===== src/rtl/bp_pkg.sv =====
// rtl/bp_pkg.sv - shared gshare predictor types and sizes
// Purpose: index/counter widths shared with the branch history stage, the
//          2-bit counter encodings and the pattern table FSM states.
// Ports:   none (package).
package bp_pkg;

   localparam int INDEX_W = 6;
   localparam int CTR_W   = 2;

   typedef enum logic [CTR_W-1:0] {
      SNT = 2'b00,
      WNT = 2'b01,
      WT  = 2'b10,
      ST  = 2'b11
   } ctr_e;

   typedef enum logic {
      INIT = 1'b0,
      RUN  = 1'b1
   } state_e;

endpackage


===== src/rtl/pattern_counter_table_if.sv =====
// rtl/pattern_counter_table_if.sv - lookup/update/status bundle of the pattern table
// Purpose: groups the fetch-side lookup, the EX-side update and the status
//          outputs of pattern_counter_table.
// Ports:   none; signals
//          pred_valid/pred_index        lookup request (master -> table)
//          pred_out_valid/pred_taken    lookup result  (table -> master)
//          upd_valid/upd_index/upd_taken/upd_predicted  resolved update
//          ready, update_count, mispredict_count         status
//          modport master = requester side, slave = table side.
interface pattern_counter_table_if #(
   parameter int INDEX_W = bp_pkg::INDEX_W,
   parameter int STAT_W  = 16
) ();

   logic               pred_valid;
   logic [INDEX_W-1:0] pred_index;
   logic               pred_out_valid;
   logic               pred_taken;
   logic               upd_valid;
   logic [INDEX_W-1:0] upd_index;
   logic               upd_taken;
   logic               upd_predicted;
   logic               ready;
   logic [STAT_W-1:0]  update_count;
   logic [STAT_W-1:0]  mispredict_count;

   modport master (
      output pred_valid, pred_index, upd_valid, upd_index, upd_taken, upd_predicted,
      input  pred_out_valid, pred_taken, ready, update_count, mispredict_count
   );

   modport slave (
      input  pred_valid, pred_index, upd_valid, upd_index, upd_taken, upd_predicted,
      output pred_out_valid, pred_taken, ready, update_count, mispredict_count
   );

endinterface


===== src/rtl/pattern_counter_table_sat_counter_next.sv =====
// rtl/pattern_counter_table_sat_counter_next.sv - 2-bit saturating counter step
// Purpose: combinational next value of a saturating counter given the
//          resolved direction; shared by the table write path and the bypass.
// Ports:   ctr      in   current counter value
//          taken    in   resolved outcome (1 = count up)
//          ctr_next out  saturated next value (never wraps)
module sat_counter_next #(
   parameter int CTR_W = bp_pkg::CTR_W
) (
   input  logic [CTR_W-1:0] ctr,
   input  logic             taken,
   output logic [CTR_W-1:0] ctr_next
);

   always_comb begin
      ctr_next = ctr;
      if (taken && (ctr != '1)) begin
         ctr_next = ctr + 1'b1;
      end else if (!taken && (ctr != '0)) begin
         ctr_next = ctr - 1'b1;
      end
   end

endmodule


===== src/rtl/pattern_counter_table.sv =====
// rtl/pattern_counter_table.sv - gshare pattern history table of saturating counters
// Purpose: 2**INDEX_W saturating counters. After reset the table walks every
//          entry writing INIT_VALUE (INIT), then serves lookups with one cycle
//          latency and applies resolved-branch updates (RUN). A same-cycle
//          update to the looked-up entry is bypassed into the prediction.
//          Update and mispredict totals saturate.
// Ports:   clk    in   clock, all state on posedge
//          reset  in   asynchronous, active-low
//          bus    slave modport of pattern_counter_table_if
module pattern_counter_table #(
   parameter int               INDEX_W    = bp_pkg::INDEX_W,
   parameter int               CTR_W      = bp_pkg::CTR_W,
   parameter logic [CTR_W-1:0] INIT_VALUE = bp_pkg::WNT,
   parameter int               STAT_W     = 16
) (
   input logic                    clk,
   input logic                    reset,
   pattern_counter_table_if.slave bus
);

   import bp_pkg::*;

   localparam int                 DEPTH    = 1 << INDEX_W;
   localparam logic [INDEX_W-1:0] LAST_IDX = INDEX_W'(DEPTH - 1);

   state_e             state;
   state_e             state_nx;
   logic [INDEX_W-1:0] init_ptr;
   logic [INDEX_W-1:0] init_ptr_nx;

   // Not reset: INIT rewrites every entry after each reset.
   logic [CTR_W-1:0]   table_q [DEPTH];

   logic               run;
   logic               upd_en;
   logic               pred_en;
   logic               mispredict;
   logic [CTR_W-1:0]   upd_cur;
   logic [CTR_W-1:0]   upd_next;
   logic [CTR_W-1:0]   rd_ctr;

   logic               pred_out_valid_q;
   logic               pred_taken_q;
   logic [STAT_W-1:0]  update_count_q;
   logic [STAT_W-1:0]  mispredict_count_q;

   always_ff @(posedge clk or negedge reset) begin
      if (!reset) begin
         state    <= INIT;
         init_ptr <= '0;
      end else begin
         state    <= state_nx;
         init_ptr <= init_ptr_nx;
      end
   end

   always_comb begin
      state_nx    = state;
      init_ptr_nx = init_ptr;
      case (state)
         INIT: begin
            init_ptr_nx = init_ptr + 1'b1;
            if (init_ptr == LAST_IDX) begin
               state_nx = RUN;
            end
         end
         RUN:     state_nx = RUN;
         default: state_nx = INIT;
      endcase
   end

   assign run        = (state == RUN);
   assign upd_en     = run && bus.upd_valid;
   assign pred_en    = run && bus.pred_valid;
   assign mispredict = (bus.upd_taken != bus.upd_predicted);
   assign upd_cur    = table_q[bus.upd_index];

   sat_counter_next #(.CTR_W(CTR_W)) u_next (
      .ctr      (upd_cur),
      .taken    (bus.upd_taken),
      .ctr_next (upd_next)
   );

   // Same entry updated this cycle: predict from the value being written.
   assign rd_ctr = (upd_en && (bus.upd_index == bus.pred_index)) ? upd_next
                                                                 : table_q[bus.pred_index];

   always_ff @(posedge clk) begin
      if (!run) begin
         table_q[init_ptr] <= INIT_VALUE;
      end else if (upd_en) begin
         table_q[bus.upd_index] <= upd_next;
      end
   end

   always_ff @(posedge clk or negedge reset) begin
      if (!reset) begin
         pred_out_valid_q   <= 1'b0;
         pred_taken_q       <= 1'b0;
         update_count_q     <= '0;
         mispredict_count_q <= '0;
      end else begin
         pred_out_valid_q <= pred_en;
         if (pred_en) begin
            pred_taken_q <= rd_ctr[CTR_W-1];
         end
         if (upd_en) begin
            if (update_count_q != '1) begin
               update_count_q <= update_count_q + 1'b1;
            end
            if (mispredict && (mispredict_count_q != '1)) begin
               mispredict_count_q <= mispredict_count_q + 1'b1;
            end
         end
      end
   end

   assign bus.ready            = run;
   assign bus.pred_out_valid   = pred_out_valid_q;
   assign bus.pred_taken       = pred_taken_q;
   assign bus.update_count     = update_count_q;
   assign bus.mispredict_count = mispredict_count_q;

endmodule


===== src/flat_wrapper.sv =====
// flat-port wrapper written by rule: the top's interface ports become plain ports
module pattern_counter_table_flat import bp_pkg::*;
#(
   parameter int               INDEX_W    = bp_pkg::INDEX_W,
   parameter int               CTR_W      = bp_pkg::CTR_W,
   parameter logic [CTR_W-1:0] INIT_VALUE = bp_pkg::WNT,
   parameter int               STAT_W     = 16
)
  (clk, reset, bus_pred_valid, bus_pred_index, bus_upd_valid, bus_upd_index, bus_upd_taken, bus_upd_predicted, bus_pred_out_valid, bus_pred_taken, bus_ready, bus_update_count, bus_mispredict_count);
  pattern_counter_table_if #(.INDEX_W(INDEX_W), .STAT_W(STAT_W)) bus_i ();
  input logic clk;
  input logic reset;
  input wire logic [$bits(bus_i.pred_valid)-1:0] bus_pred_valid;
  input wire logic [$bits(bus_i.pred_index)-1:0] bus_pred_index;
  input wire logic [$bits(bus_i.upd_valid)-1:0] bus_upd_valid;
  input wire logic [$bits(bus_i.upd_index)-1:0] bus_upd_index;
  input wire logic [$bits(bus_i.upd_taken)-1:0] bus_upd_taken;
  input wire logic [$bits(bus_i.upd_predicted)-1:0] bus_upd_predicted;
  output wire logic [$bits(bus_i.pred_out_valid)-1:0] bus_pred_out_valid;
  output wire logic [$bits(bus_i.pred_taken)-1:0] bus_pred_taken;
  output wire logic [$bits(bus_i.ready)-1:0] bus_ready;
  output wire logic [$bits(bus_i.update_count)-1:0] bus_update_count;
  output wire logic [$bits(bus_i.mispredict_count)-1:0] bus_mispredict_count;
  assign bus_i.pred_valid = bus_pred_valid;
  assign bus_i.pred_index = bus_pred_index;
  assign bus_i.upd_valid = bus_upd_valid;
  assign bus_i.upd_index = bus_upd_index;
  assign bus_i.upd_taken = bus_upd_taken;
  assign bus_i.upd_predicted = bus_upd_predicted;
  assign bus_pred_out_valid = bus_i.pred_out_valid;
  assign bus_pred_taken = bus_i.pred_taken;
  assign bus_ready = bus_i.ready;
  assign bus_update_count = bus_i.update_count;
  assign bus_mispredict_count = bus_i.mispredict_count;
  pattern_counter_table #(.INDEX_W(INDEX_W), .CTR_W(CTR_W), .INIT_VALUE(INIT_VALUE), .STAT_W(STAT_W)) u_core (.clk(clk), .reset(reset), .bus(bus_i));
endmodule

===== config.mk =====
export PLATFORM = sky130hd
export DESIGN_NAME = pattern_counter_table_flat
export DESIGN_NICKNAME = d
export VERILOG_FILES = /design/src/rtl/bp_pkg.sv /design/src/rtl/pattern_counter_table_if.sv /design/src/rtl/pattern_counter_table_sat_counter_next.sv /design/src/rtl/pattern_counter_table.sv /design/src/flat_wrapper.sv
export SDC_FILE = /design/constraint.sdc
export NUM_CORES = 1
export LEC_CHECK = 0
export CORE_ASPECT_RATIO = 0.9
export CORE_MARGIN = 4
export CORE_UTILIZATION = 57
export DETAILED_ROUTE_END_ITERATION = 6
export DONT_BUFFER_PORTS = 1
export PLACE_DENSITY = 0.75
export SYNTH_ARGS = -nofsm -noshare
export SYNTH_HDL_FRONTEND = slang
export SYNTH_SLANG_ARGS = --single-unit

===== constraint.sdc =====
create_clock -name clk -period 5.35 [get_ports clk]
set_input_delay 1.07 -clock clk [delete_from_list [all_inputs] [get_ports clk]]
set_output_delay 1.07 -clock clk [all_outputs]
set_load 0.03 [all_outputs]

Word-level counts from Yosys, hierarchy flattened
Memory sizes are Yosys's and may differ from the RTL's. A register that Yosys moved wholly into a read port is not among the register bits.
Cells that the tools add are included.
Word-level totals
  register bits: 40
  memory bits (writable): 128
  bits of input ports: 18
  output and inout bits: 35
  memories kept: 1
Cells by class
  $add $sub $neg: 5
  equality and inequality tests: 5
  mux-type cells: 11
  bitwise logic cells: 1
  reduce and logical (&&, ||, !) cells: 11
Memories
  u_core.table_q: words 64, bits a word 2, rd ports 2, clocked after memory_dff 1, wr ports 1, RTL line pattern_counter_table.sv:32  | logic [CTR_W-1:0] table_q [DEPTH];
Operators with widths (number)
  16-bit by 1-bit adder with 16-bit output (second input constant): 2
  16-bit != test (second input constant): 2
  6-bit by 1-bit adder with 6-bit output (second input constant): 1
  6-bit equality test (second input constant): 1
  1-bit 2-to-1 mux: 6
  2-bit 2-to-1 mux: 3
  6-bit 2-to-1 mux: 1
  1-bit logical AND: 5
  2-bit AND reduction: 2
  2-bit by 1-bit adder with 2-bit output (second input constant): 1
  1-bit logical NOT: 2
  2-bit != test (second input constant): 1
  1-bit case mux with 2 select lines: 1
  2-bit nonzero test: 1
  2-bit OR reduction: 1
  2-bit by 1-bit subtractor with 2-bit output (second input constant): 1
  1-bit != test: 1
  1-bit inverter: 1

Longest topological paths before layout
  depth after elaboration: 6
  gate-level depth with buffers: 14
  mapped depth without buffers: 11

Cells and area by module
From an unflattened synthesis, not the netlist that was laid out.
Second synthesis, totals
  cells, all modules: 540
  area total of the unflattened synthesis: 7983.9 um^2
By module, submodules not included
  pattern_counter_table: instances 1, cells each 533, area each 7923.8 um^2
  sat_counter_next: instances 1, cells each 7, area each 60.1 um^2

Worst setup path after synthesis
No wires, ideal clock.
  kind: input -> register
  from: in bus_upd_index[0]
  to: mem u_core.table_q[0][1], data pin
  setup time: 681 ps
  arrival: 5711 ps
  required time: 4669 ps
  setup slack: -1043 ps
  cell stages on the path: 10
  buffers on the path: 2
  cell sequence: buf_4 buf_6 mux4_2 mux4_2 mux4_2 inv_1 ha_1 nand2b_1 o22ai_1 nor3_1
Between the ends
  cells in the longest elaborated chain, start to end: 6
  elaborated cells between the ends (all ways): 10
  classes of those cells: add/sub (2); eq/ne (1); mux (3); reduce/logical (3); memory (1)
RTL lines
  from (decl): RTL line flat_wrapper.sv:16  | input wire logic [$bits(bus_i.upd_index)-1:0] bus_upd_index;
  memory 64 x 2 bit (*)
  branches (longest 3 deep; another with 2-bit by 1-bit subtractor with 2-bit output)
  2-bit 2-to-1 mux (*): RTL line pattern_counter_table_sat_counter_next.sv:17  | if (taken && (ctr != '1)) begin
  2-bit 2-to-1 mux (no line) (*)
  to (decl): RTL line pattern_counter_table.sv:32
Every way passes the cells marked *.

Worst setup path after layout
  from: in bus_upd_index[0]
  to: mem u_core.table_q[58][1], data pin
Same word-level chain as after synthesis.

==> results.md <==
| Group | Parameter | Reported |
|---|---|---|
| setup path | Kind of capture point of the worst setup path | flop |
| logic synthesis | Post-synth net total | 545 |
| power and ir drop | Internal portion of total power | 2.018 mW |
| setup path | Bufs and invs on worst path | 2 |
| final layout | Area delta synth->final | 8.276% |
| floorplan | Starting utilization of the core area | 58.61% |
| clock network | Inserted Clock Buffers | 17 |
| final layout | Final cell utilization of the core | 63.46% |
| outcome | Result of the run | complete, no violations |
| setup path | CP Data Required Time | 5.56 ns |
| drt | Number of nets with antenna violations after detailed routing | 0 |
| timing | Count of final hold-check violations | 0 |
| clock network | Total of hold buffers inserted after clock tree synthesis | 0 |
| logic synthesis | Cells after synthesis | 522 |
| power and ir drop | Total net switching power | 0.5158 mW |
| clock network | Clk sink count | 169 |
| logic synthesis | Dominant register cell in the synthesized netlist | edfxtp_1 |
| drt | Detail-routed via count per cell | 6.500 |
| drt | Post-route DRC violation count | 0 |
| place | Number of cells in the design after placement | 670 |
| final layout | Layout cells sized above 1 | 17.98% |
| timing | Final critical path time including I/O delays and setup | 4.142 ns |
| drt | Pre-Repair DR Iteration Count | 5 |
| timing | Worst slew pin tran | 0.8853 ns |
| logic synthesis | Synthesized area per cell | 15.06 sq um |
| setup path | Cell repeated most along the worst path | mux4_2 |
| place | Placer congestion estimate | 0.8433 |
| setup path | Worst Path Arrival | 4.35 ns |
| drt | Number of vias in the routed layout | 4563 |
| final layout | Net total in the final layout | 544 |
| logic synthesis | Synth Register Bits | 169 |
| floorplan | Std-Cell Rows | 40 |
| power and ir drop | Leakage power | 2.627 nW |
| logic synthesis | Number of distinct library cell variants in the gate-level netlist after synthesis | 45 |
| floorplan | Core footprint | 13410 sq um |
| drt | Total wire length | 16830 microns |
| setup path | Critical path class | input pin to flop |
| clock network | Clock insertion delay at the later pin of the skew report | 0.43 ns |
| timing | Worst Hold Slack | 0.3294 ns |
| place | Total half-perimeter wirelength after legalization and detailed placement | 11320 microns |
| final layout | Total inserted antenna cells | 0 |
| setup path | Maximum single-stage delay on the critical path | 0.70 ns |
| logic synthesis | Share of flip-flops with an asynchronous set or reset | 24.26% |
| drt | Average wire per cell in the routed design | 23.97 microns |
| timing | Max Freq | 241.4 MHz |
| power and ir drop | Net switching share of the total power | 20.36% |
| floorplan | Die outline height | 119.4 microns |
| power and ir drop | Power density of the placed cells | 297.6 nW/um^2 |
| power and ir drop | Proportion of power drawn by flip-flops and latches | 55.1% |
| power and ir drop | Power Total | 2.534 mW |
| clock network | Worst-case clock buffer depth | 2 |
| logic synthesis | Sequential-to-total area share from yosys stat | 61.94% |
| setup path | Critical Path Slowest Stage Cell | nor3_4 |
| global route | Global-route wire length before repair | 26300 microns |
| clock network | Reg clk slew, reported paths | 0.07 ns |
| global route | Final global-route overflow total | 0 |
| power and ir drop | Comb power frac | 1.7% |
| global route | Vias in the first global route | 4519 |
| floorplan | Die outline width | 131.8 microns |
| worst hold path | HP Class | input pin to asynchronous set/reset pin |
| drt | Starting DRC count in detailed routing | 414 |
| setup path | Startpoint class of the critical path | input pin |
| timing | Fin Clk Skew | 0.009922 ns |
| timing | Ratio of final minimum period to clock period | 77.43% |
| floorplan | # IOs | 53 |
| clock network | Depth of the CTS H-tree | 4 |
| timing | Unrepaired setup endpoints after global routing | false |
| clock network | Resized Gates After CTS | 0 |
| clock network | TritonCTS clock tree | built |
| global route | GR Util All Layers | 22.54% |
| global route | Number of antenna violations at the first check in global routing | 0 |
| logic synthesis | Number of flops mapped to enable cells by yosys | 128 |
| logic synthesis | Cell area after synthesis | 7861 sq um |
| place | Number of input and output port buffers inserted | 0 |
| clock network | CTS Root Cell | clkbuf_16 |
| timing | Worst slew slack as a fraction of its limit | 40.79% |
| final layout | Number of standard cells in the final layout excluding fillers | 702 |
| setup path | Worst-path cell chain | mux4_2, mux4_2, mux4_2, inv_1, ha_1, nand2b_1, o22ai_1, nor3_4, buf_4 |
| timing | Total negative setup slack | 0 ns |
| logic synthesis | Count of warnings emitted by yosys | 0 |
| setup path | CP delay by family, top | multiplexers |
| flow run | MaxCap Viol Count | 0 |
| power and ir drop | Clock group share of total power | 43.2% |
| clock network | Number of buffers inserted to repair setup after CTS | 0 |
| power and ir drop | Largest voltage drop on the vdd net | 0.2890 mV |
| timing | Count of final max-slew check failures | 0 |
| timing | Final count of negative-setup-slack endpoints | 0 |
| setup path | Worst-path maximum fanout | 41 |
| global route | Pin count of the biggest net entering global routing | 65 |
| floorplan | Die area | 15740 sq um |
registers in the layout, summed over array words and instances (netlist names):
signal,cells
u_core.table_q,128
u_core.bus.mispredict_count,16
u_core.bus.update_count,16
u_core.init_ptr,6
u_core.bus.pred_out_valid,1
u_core.bus.pred_taken,1
u_core.bus.ready,1
routing by layer:
metal	GRT usage, %	vias to the layer above	routed length (microns)
met3	7.475	26	1356
met5	0	-	0
li1	-	1993	-
met2	34.50	182	8136
met4	6.102	0	284
met1	31.57	2362	7049
cell families after synthesis:
family	after synthesis	synth area share [%]
AO/OA/AOI/OAI	23	2.101
XOR/XNOR	44	4.902
adder cells (fa/ha/maj)	5	0.7958
buffers and inverters	24	1.560
flip-flops	169	61.94
multiplexers	72	17.62
AND/OR/NAND/NOR	185	11.08
final timing paths:
check / startpoint / end / slack (ns) / cells past startpoint
setup / recovery: bus_upd_index[0] / u_core.table_q[58][1] / 1.21 / 9
hold / removal: reset / u_core.bus.mispredict_count[8] / 0.33 / 0
setup reg to reg: u_core.table_q[50][0] / u_core.table_q[58][1] / 1.49 / 9
hold reg to reg: u_core.init_ptr[5] / u_core.init_ptr[5] / 0.52 / 1
max in group asynchronous: reset / u_core.bus.mispredict_count[4] / 4.93 / 0
min in group clk: u_core.init_ptr[5] / u_core.init_ptr[5] / 0.52 / 1
per-stage QoR:
step	worst slack, ns	cell area [sq um]
after floorplan	0.2002	7866
after global placement	0.9196	7983
after detailed placement	0.8190	7983
after CTS	1.258	8512
after global routing	1.047	8512
final	1.208	8512
cells in the final DEF, fill, tap and decap left out, types with 4 or more instances in the layout:
cell / Yosys / routed
dfrtp_1: 41 / 41
nor2b_1: 8 / 8
edfxtp_1: 128 / 128
nand4_1: 6 / 6
and2_1: 6 / 6
xor2_1: 18 / 18
mux2_2: 8 / 8
clkbuf_16: 0 / 17
mux4_2: 52 / 52
nand3_1: 20 / 20
xnor2_1: 26 / 26
ha_1: 5 / 5
nor3_1: 5 / 4
clkinv_4: 0 / 5
o22ai_1: 4 / 4
nor2_1: 78 / 78
nand2b_1: 6 / 6
and3_1: 9 / 9
mux2i_1: 11 / 11
nand2_1: 33 / 33
cell type report:
type	count	area (sq um)
Timing Repair Buffer	2	15.01
Tap cell	168	210.2
Clock inverter	15	103.9
Inverter	2	7.507
Multi-Input combinational cell	329	2880
Fill cell	981	4901
Clock buffer	17	425.4
Sequential cell	169	4870
cell usage after synthesis, types with 3 or more instances:
library cell | instances | area share (%)
mux4_2 | 52 | 15
nand2_1 | 33 | 1.6
a31oi_1 | 3 | 0.24
nand2b_1 | 6 | 0.48
nand3b_1 | 3 | 0.29
nor2_1 | 78 | 3.7
buf_6 | 3 | 0.43
buf_1 | 3 | 0.14
nand4_1 | 6 | 0.48
xor2_1 | 18 | 2.0
nor3_1 | 5 | 0.32
edfxtp_1 | 128 | 49
nor2b_1 | 8 | 0.64
mux2i_1 | 11 | 1.4
xnor2_1 | 26 | 2.9
ha_1 | 5 | 0.80
mux2_2 | 8 | 1.1
nand3_1 | 20 | 1.3
o22ai_1 | 4 | 0.32
and4_1 | 3 | 0.33
a211oi_1 | 3 | 0.29
buf_2 | 5 | 0.32
clkbuf_1 | 10 | 0.48
and2_1 | 6 | 0.48
and3_1 | 9 | 0.72
dfrtp_1 | 41 | 13
power groups by stage:
stage | Clock, mW | Combinational, mW | Sequential, mW
CTS | 1.10 | 0.0440 | 1.40
global route | 1.17 | 0.0472 | 1.39
global placement | 0 | 0.0421 | 1.42
floorplan | 0 | 0.0605 | 1.42
finish | 1.09 | 0.0442 | 1.40
detailed placement | 0 | 0.0436 | 1.42
No activity file was read; power rests on OpenSTA's default activity.
